[config.mk]
export PLATFORM = sky130hd
export DESIGN_NAME = dsp_lane_arbiter
export DESIGN_NICKNAME = d
export VERILOG_FILES = /design/src/rtl/npu_pkg.sv /design/src/rtl/dsp_lane_arbiter_rr_pick.sv /design/src/rtl/dsp_lane_arbiter.sv
export SDC_FILE = /design/constraint.sdc
export NUM_CORES = 1
export LEC_CHECK = 0
export ABC_AREA = 1
export BUFFER_PORTS_ARGS = -buffer_cell sky130_fd_sc_hd__buf_2
export CORE_AREA = 2 2 507 509
export DETAILED_ROUTE_END_ITERATION = 7
export DIE_AREA = 0 0 509 511
export SLEW_MARGIN = 15
export SYNTH_ARGS = -nofsm -noshare
export SYNTH_HDL_FRONTEND = slang
export SYNTH_SLANG_ARGS = --single-unit
[constraint.sdc]
create_clock -name clk -period 2.4 [get_ports clk]
set_input_delay 0.24 -clock clk [delete_from_list [all_inputs] [get_ports clk]]
set_output_delay 0.24 -clock clk [all_outputs]
set_load 0.03 [all_outputs]
[src/rtl/npu_pkg.sv]
// Shared NPU definitions for the DSP lane arbiter: lane geometry of the
// multiplier pool and the arbiter FSM state encoding.
package npu_pkg;

    localparam int DSP_DATA_W    = 18;
    localparam int DSP_OUT_W     = 37;
    localparam int NUM_DSP_LANES = 5;

    typedef enum logic [1:0] {
        IDLE,
        OWN,
        DRAIN
    } arb_state_t;

endpackage

[src/rtl/dsp_lane_arbiter_rr_pick.sv]
// rr_pick: combinational round-robin picker. Chooses the first active request
// after i_last_owner (wrapping), so the previous owner always ranks last.
module rr_pick #(
    parameter int N  = 4,
    parameter int IW = $clog2(N)
) (
    input  logic [N-1:0]  i_req,
    input  logic [IW-1:0] i_last_owner,
    output logic [N-1:0]  o_onehot,
    output logic [IW-1:0] o_idx,
    output logic          o_any
);

    int unsigned w_pos;
    logic        w_found;

    // Scan N positions starting one past the last owner; first hit wins.
    // NOTE: every variable written here gets a default first, so no path leaves one unassigned (no latch).
    always_comb begin
        o_onehot = '0;
        o_idx    = '0;
        w_found  = 1'b0;
        w_pos    = 0;
        for (int k = 1; k <= N; k++) begin
            w_pos = (32'(i_last_owner) + 32'(k)) % 32'(N);
            if (!w_found && i_req[IW'(w_pos)]) begin
                o_onehot[IW'(w_pos)] = 1'b1;
                o_idx                = IW'(w_pos);
                w_found              = 1'b1;
            end
        end
    end

    assign o_any = |i_req;

endmodule

[src/rtl/dsp_lane_arbiter.sv]
// dsp_lane_arbiter: shares the DSP multiplier lane pool between NUM_REQ
// requesters with a locked round-robin grant. The owner's operands are
// registered onto the DSP inputs; products return to everyone with a one-hot
// rsp_valid tag aligned to DSP_LAT.
// Optional feature macro: DSP_ARB_STATS_EN adds stat_clr/stat_busy/stat_wait.
module dsp_lane_arbiter
    import npu_pkg::*;
#(
    parameter int NUM_REQ   = 4,
    parameter int NUM_LANES = NUM_DSP_LANES,
    parameter int DATA_W    = DSP_DATA_W,
    parameter int OUT_W     = DSP_OUT_W,
    parameter int DSP_LAT   = 1
) (
    input  logic                                clk,
    input  logic                                rst_n,
    input  logic [NUM_REQ-1:0]                  req,
    input  logic [NUM_REQ-1:0]                  req_ce,
    input  logic [NUM_REQ*NUM_LANES*DATA_W-1:0] req_a,
    input  logic [NUM_REQ*NUM_LANES*DATA_W-1:0] req_b,
    output logic [NUM_REQ-1:0]                  gnt,
    output logic [NUM_LANES*DATA_W-1:0]         dsp_a,
    output logic [NUM_LANES*DATA_W-1:0]         dsp_b,
    output logic                                dsp_ce,
    input  logic [NUM_LANES*OUT_W-1:0]          dsp_out,
    output logic [NUM_LANES*OUT_W-1:0]          rsp_data,
    output logic [NUM_REQ-1:0]                  rsp_valid,
    output logic                                busy
`ifdef DSP_ARB_STATS_EN
    ,
    input  logic                                stat_clr,
    output logic [31:0]                         stat_busy,
    output logic [31:0]                         stat_wait
`endif
);

    localparam int IDX_W   = $clog2(NUM_REQ);
    localparam int SLICE_W = NUM_LANES * DATA_W;
    localparam int CNT_W   = $clog2(DSP_LAT + 2);

    arb_state_t         r_state, w_state_nxt;
    logic [NUM_REQ-1:0] r_gnt, w_gnt_nxt;
    logic [IDX_W-1:0]   r_owner, w_owner_nxt;   // current owner, or last owner when idle
    logic [CNT_W-1:0]   r_drain_cnt, w_drain_cnt_nxt;
    logic [SLICE_W-1:0] r_dsp_a, r_dsp_b, w_dsp_a_nxt, w_dsp_b_nxt;
    logic               r_dsp_ce, w_dsp_ce_nxt;
    logic [NUM_REQ-1:0] r_tag [DSP_LAT+1];

    logic [NUM_REQ-1:0] w_pick_onehot;
    logic [IDX_W-1:0]   w_pick_idx;
    logic               w_pick_any;
    logic [SLICE_W-1:0] w_slice_a [NUM_REQ];
    logic [SLICE_W-1:0] w_slice_b [NUM_REQ];

    for (genvar g = 0; g < NUM_REQ; g++) begin : g_slice
        assign w_slice_a[g] = req_a[g*SLICE_W +: SLICE_W];
        assign w_slice_b[g] = req_b[g*SLICE_W +: SLICE_W];
    end

    rr_pick #(
        .N  (NUM_REQ),
        .IW (IDX_W)
    ) u_rr_pick (
        .i_req        (req),
        .i_last_owner (r_owner),
        .o_onehot     (w_pick_onehot),
        .o_idx        (w_pick_idx),
        .o_any        (w_pick_any)
    );

    // Next-state and registered-output logic of the IDLE/OWN/DRAIN FSM.
    always_comb begin
        w_state_nxt     = r_state;
        w_gnt_nxt       = r_gnt;
        w_owner_nxt     = r_owner;
        w_drain_cnt_nxt = r_drain_cnt;
        w_dsp_a_nxt     = r_dsp_a;
        w_dsp_b_nxt     = r_dsp_b;
        w_dsp_ce_nxt    = 1'b0;
        unique case (r_state)
            IDLE: begin
                if (w_pick_any) begin
                    w_gnt_nxt   = w_pick_onehot;
                    w_owner_nxt = w_pick_idx;
                    w_state_nxt = OWN;
                end
            end
            OWN: begin
                if (req[r_owner]) begin
                    w_dsp_a_nxt  = w_slice_a[r_owner];
                    w_dsp_b_nxt  = w_slice_b[r_owner];
                    w_dsp_ce_nxt = req_ce[r_owner];
                end else begin
                    // Release: an operand presented with the dropping req is not issued.
                    w_gnt_nxt       = '0;
                    w_dsp_a_nxt     = '0;
                    w_dsp_b_nxt     = '0;
                    w_drain_cnt_nxt = '0;
                    w_state_nxt     = DRAIN;
                end
            end
            DRAIN: begin
                // Stay DSP_LAT+1 cycles so every in-flight product is tagged out.
                if (r_drain_cnt == CNT_W'(DSP_LAT)) begin
                    w_state_nxt = IDLE;
                end else begin
                    w_drain_cnt_nxt = r_drain_cnt + 1'b1;
                end
            end
            default: begin
                w_state_nxt = IDLE;
                w_gnt_nxt   = '0;
            end
        endcase
    end

    // FSM state, grant, owner pointer and DSP input registers.
    // NOTE: sequential state uses non-blocking assignments so every register samples pre-edge values.
    always_ff @(posedge clk or negedge rst_n) begin
        if (!rst_n) begin
            r_state     <= IDLE;
            r_gnt       <= '0;
            r_owner     <= '0;
            r_drain_cnt <= '0;
            r_dsp_a     <= '0;
            r_dsp_b     <= '0;
            r_dsp_ce    <= 1'b0;
        end else begin
            r_state     <= w_state_nxt;
            r_gnt       <= w_gnt_nxt;
            r_owner     <= w_owner_nxt;
            r_drain_cnt <= w_drain_cnt_nxt;
            r_dsp_a     <= w_dsp_a_nxt;
            r_dsp_b     <= w_dsp_b_nxt;
            r_dsp_ce    <= w_dsp_ce_nxt;
        end
    end

    // One-hot owner tag follows each issued operand through the DSP pipeline.
    // NOTE: this small pipeline is reset, unlike a data memory, so a reset drops every in-flight tag.
    always_ff @(posedge clk or negedge rst_n) begin
        if (!rst_n) begin
            for (int i = 0; i <= DSP_LAT; i++) r_tag[i] <= '0;
        end else begin
            r_tag[0] <= r_gnt & req_ce & req;
            for (int i = 1; i <= DSP_LAT; i++) r_tag[i] <= r_tag[i-1];
        end
    end

`ifdef DSP_ARB_STATS_EN
    logic [31:0] r_stat_busy, r_stat_wait;

    // Saturating activity counters; a clear beats a same-cycle increment.
    always_ff @(posedge clk or negedge rst_n) begin
        if (!rst_n) begin
            r_stat_busy <= '0;
            r_stat_wait <= '0;
        end else if (stat_clr) begin
            r_stat_busy <= '0;
            r_stat_wait <= '0;
        end else begin
            if (r_dsp_ce && (r_stat_busy != '1)) r_stat_busy <= r_stat_busy + 1'b1;
            if ((|(req & ~r_gnt)) && (r_stat_wait != '1)) r_stat_wait <= r_stat_wait + 1'b1;
        end
    end

    assign stat_busy = r_stat_busy;
    assign stat_wait = r_stat_wait;
`endif

    assign gnt       = r_gnt;
    assign dsp_a     = r_dsp_a;
    assign dsp_b     = r_dsp_b;
    assign dsp_ce    = r_dsp_ce;
    assign rsp_data  = dsp_out;
    assign rsp_valid = r_tag[DSP_LAT];
    assign busy      = (r_state != IDLE);

    // The grant must never name more than one requester.
    a_gnt_onehot: assert property (@(posedge clk) disable iff (!rst_n) $onehot0(r_gnt));

endmodule

==> flow_summary_export.csv <==
group,metric,value,unit
clocking,clockBufferDepth,3,
critical_path,start_kind,"register",
clocking,clk_pin_slew,100,ps
synthesis,synth_compound_area_share,33.8,%
outcome,outcome,"finished clean",
synthesis,ys.flop_type,"dfrtp_1",
synthesis,synth_xor_area_share,0,%
sta,hold_violations,0,
synthesis,synth_top_family_by_area,"compound AO/OA/AOI/OAI gates",
synthesis,yosys.area_share.simple,12.6,%
critical_path,critPathMaxStageDelay,860,ps
clocking,cts-htree-levels,4,
clocking,numCtsBuffers,25,
pwr,p_per_area,1340,mW/mm^2
worst_hold_path,min_from,"req_a[96]",
route,finalWirelength,190,mm
synthesis,netlist_instances,1750,
route,ant_nets,0,
global_routing,grt.total_usage,13.9,%
clocking,cts.sinks,199,
route,via_per_inst,2.99,
sta,rsz0062_at_grt,"no",
critical_path,worst-path-buf-inv,2,
critical_path,r2r-start,"r_owner[0]",
synthesis,synthMuxAreaShare,0,%
finish,multi_input_area,0.00645,sq mm
finish,area.growth.synth_to_final,68.9,%
synthesis,syn-cell-area,0.0136,sq mm
floorplanning,ios,1290,
global_routing,gr-total-overflow,0,
sta,fin_crit_sh,92.3,%
synthesis,ys_ff_latch,199,
route,firstDrtPassIters,7,
critical_path,cp_cell_sequence,"inv_8 > o21ai_0 > o22ai_1 > buf_4 > a22o_1",
critical_path,cp.required,2870,ps
sta,fmax,451,MHz
synthesis,async_flop_share,100,%
pwr,p_leak,10.1,nW
sta,finalSetupTns,0,ps
clocking,clockRootBuffer,"clkbuf_16",
floorplanning,rows,186,
global_routing,grt_antenna_before_repair,140,
synthesis,yosys.area_share.adder,0.826,%
critical_path,path_delay_family,"compound AO/OA/AOI/OAI gates",
place,port_buffers,919,
floorplanning,fp.dieW,509,um
global_routing,grt_max_degree,104,
pwr,p_total,30.9,mW
sta,max-slew-margin-rel,26.9,%
finish,fillCellCount,29879,
global_routing,grt_pass1_vias,16735,
critical_path,critPathArrivalTime,2690,ps
synthesis,yosys_warnings,0,
worst_hold_path,min_path_type,"primary input to register",
global_routing,grt_pass1_wl,224,mm
sta,skew,24.0,ps
pwr,irDropWorstVdd,0.613,mV
synthesis,synth_cell_types,25,
critical_path,path_max_fanout,34,
flow_run,drv_cap,0,
critical_path,slowest_stage,"o21ai_0",
floorplanning,initial_core_util,5.34,%
route,wl_per_cell,31.6,um
floorplanning,die_area,0.260,sq mm
synthesis,syn_nets,2674,
finish,drive_above_1_share,44.5,%
finish,seq_area,0.00499,sq mm
place,gp_congestion,1.04,
sta,min_period,2220,ps
route,highest_layer,"met5",
route,met3_length,29.5,mm
route,route.detailed.drc,0,
sta,finalSetupViolations,0,
synthesis,seq_area_frac_synth,36.5,%
sta,worst_slew_pin_slew,1090,ps
route,wl_met1,66.3,mm
critical_path,crit_type,"register to register",
floorplanning,coreArea,0.255,sq mm
synthesis,avgSynthCellArea,7.79,sq um
critical_path,end_kind,"register",
clocking,cts_tree,"done",
place,dp_hpwl,170,mm
clocking,insertion_delay,570,ps
route,wl_met2,81.4,mm
synthesis,synth_edf_count,0,
critical_path,startpoint,"r_owner[0]",
clocking,cts_resized,0,
sta,slew_viol_final,0,
floorplanning,die_y,511,um
route,first_iter_violations,1303,
route,vias,17935,
finish,finalNetCount,3456,
==> cell families after synthesis <==
group / Yosys count
DFF: 199
buffers and inverters: 364
AOI/OAI and AO/OA: 738
adders and majority gates: 9
and+or+nand+nor: 440
==> final cells by class <==
| cell class | instances | area share (%) |
|---|---|---|
| Sequential cell | 199 | 21.7 |
| Inverter | 16 | 0.359 |
| Tap cell | 3384 | 18.4 |
| Timing Repair Buffer | 1103 | 27.6 |
| Clock buffer | 27 | 2.79 |
| Antenna cell | 80 | 0.869 |
| Multi-Input combinational cell | 1187 | 28.0 |
| Clock inverter | 5 | 0.353 |
==> power breakdown <==
group / switching, mW / internal (mW) / total [mW] / leakage (nW)
logic: 14.8 / 6.73 / 21.5 / 7.19
registers: 0.822 / 4.60 / 5.42 / 2.60
clock network: 1.80 / 2.13 / 3.93 / 0.353
total: 17.4 / 13.5 / 30.9 / 10.1
==> sequential cells by signal, indices dropped and copies added, names as in the netlist <==
| name | cells |
|---|---|
| r_tag | 4 |
| dsp_ce | 1 |
| dsp_a | 90 |
| r_state | 2 |
| dsp_b | 90 |
| r_owner | 2 |
| gnt | 4 |
| r_drain_cnt | 2 |
| rsp_valid | 4 |
==> worst paths after layout <==
check                      slack [ps]  cells after the start        endpoint
setup / recovery                  180                      5       dsp_a[46]
hold / removal                     80                      4        dsp_a[6]
setup reg to reg                  180                      5       dsp_a[46]
hold reg to reg                   360                      0    rsp_valid[0]
max in group asynchronous        1450                      4  r_drain_cnt[1]
min in group asynchronous         170                      2       dsp_a[24]
==> metal layers <==
metal	global-route usage, %	vias up
met4	7.00	50
met1	14.2	8245
met2	21.7	1524
met5	0.463	-
li1	-	7725
met3	9.17	391
==> placed cells by master (no fill, tap or decap), drive strengths merged, types with 4 or more instances in the layout <==
| cell type | synthesis | final |
|---|---|---|
| dfrtp | 199 | 199 |
| o21ai | 363 | 363 |
| dlygate4sd3 | 0 | 21 |
| inv | 16 | 16 |
| a21oi | 7 | 7 |
| ha | 9 | 9 |
| o22ai | 180 | 180 |
| nand2 | 41 | 41 |
| nand3 | 22 | 22 |
| nor2 | 376 | 376 |
| diode | 0 | 80 |
| a22o | 180 | 180 |
| buf | 240 | 1082 |
| a21boi | 4 | 4 |
| clkbuf | 108 | 27 |
==> per-stage QoR <==
stage	worst slack, ps	instance area (sq um)	instances	hold slack (ps)	util [%]
2_1_floorplan	61.3	13600	1750	-55.6	-
3_3_place_gp	212	21900	5868	180	8.57
3_5_place_dp	246	21900	5868	179	8.57
4_1_cts	213	22800	5921	2.25	8.94
5_1_grt	86.8	23000	5972	43.3	8.99
6_report	185	23000	6001	80.9	9.02
==> cells in the mapped netlist, types with 3 or more instances <==
library cell  number  area share [%]
o22ai_1          180             8.3
buf_1              3           0.083
dfrtp_1          199              37
o21ai_0          363              13
buf_4            191              11
nand3_2            3            0.22
nor2_1           372              10
inv_2              3           0.083
a21boi_0           4            0.22
nand2_1           40             1.1
clkbuf_1         108             3.0
a21oi_1            7            0.26
nand3_1           19            0.70
buf_6             11            0.91
buf_2             35             1.3
ha_1               9            0.83
inv_1             13            0.36
a22o_1           180              12
==> timing repair <==
action | 4_1_cts | 5_1_grt
endpoints found under the hold margin | 180 | 0
hold buffers | 21 | 0
setup buffers | 0 | 0
==> worst min-delay path: stages <==
cell     delay (ps)
buf_2            70
o21ai_0          70
o22ai_1         100
a22o_1          130
(Power assumes the default switching activity.)
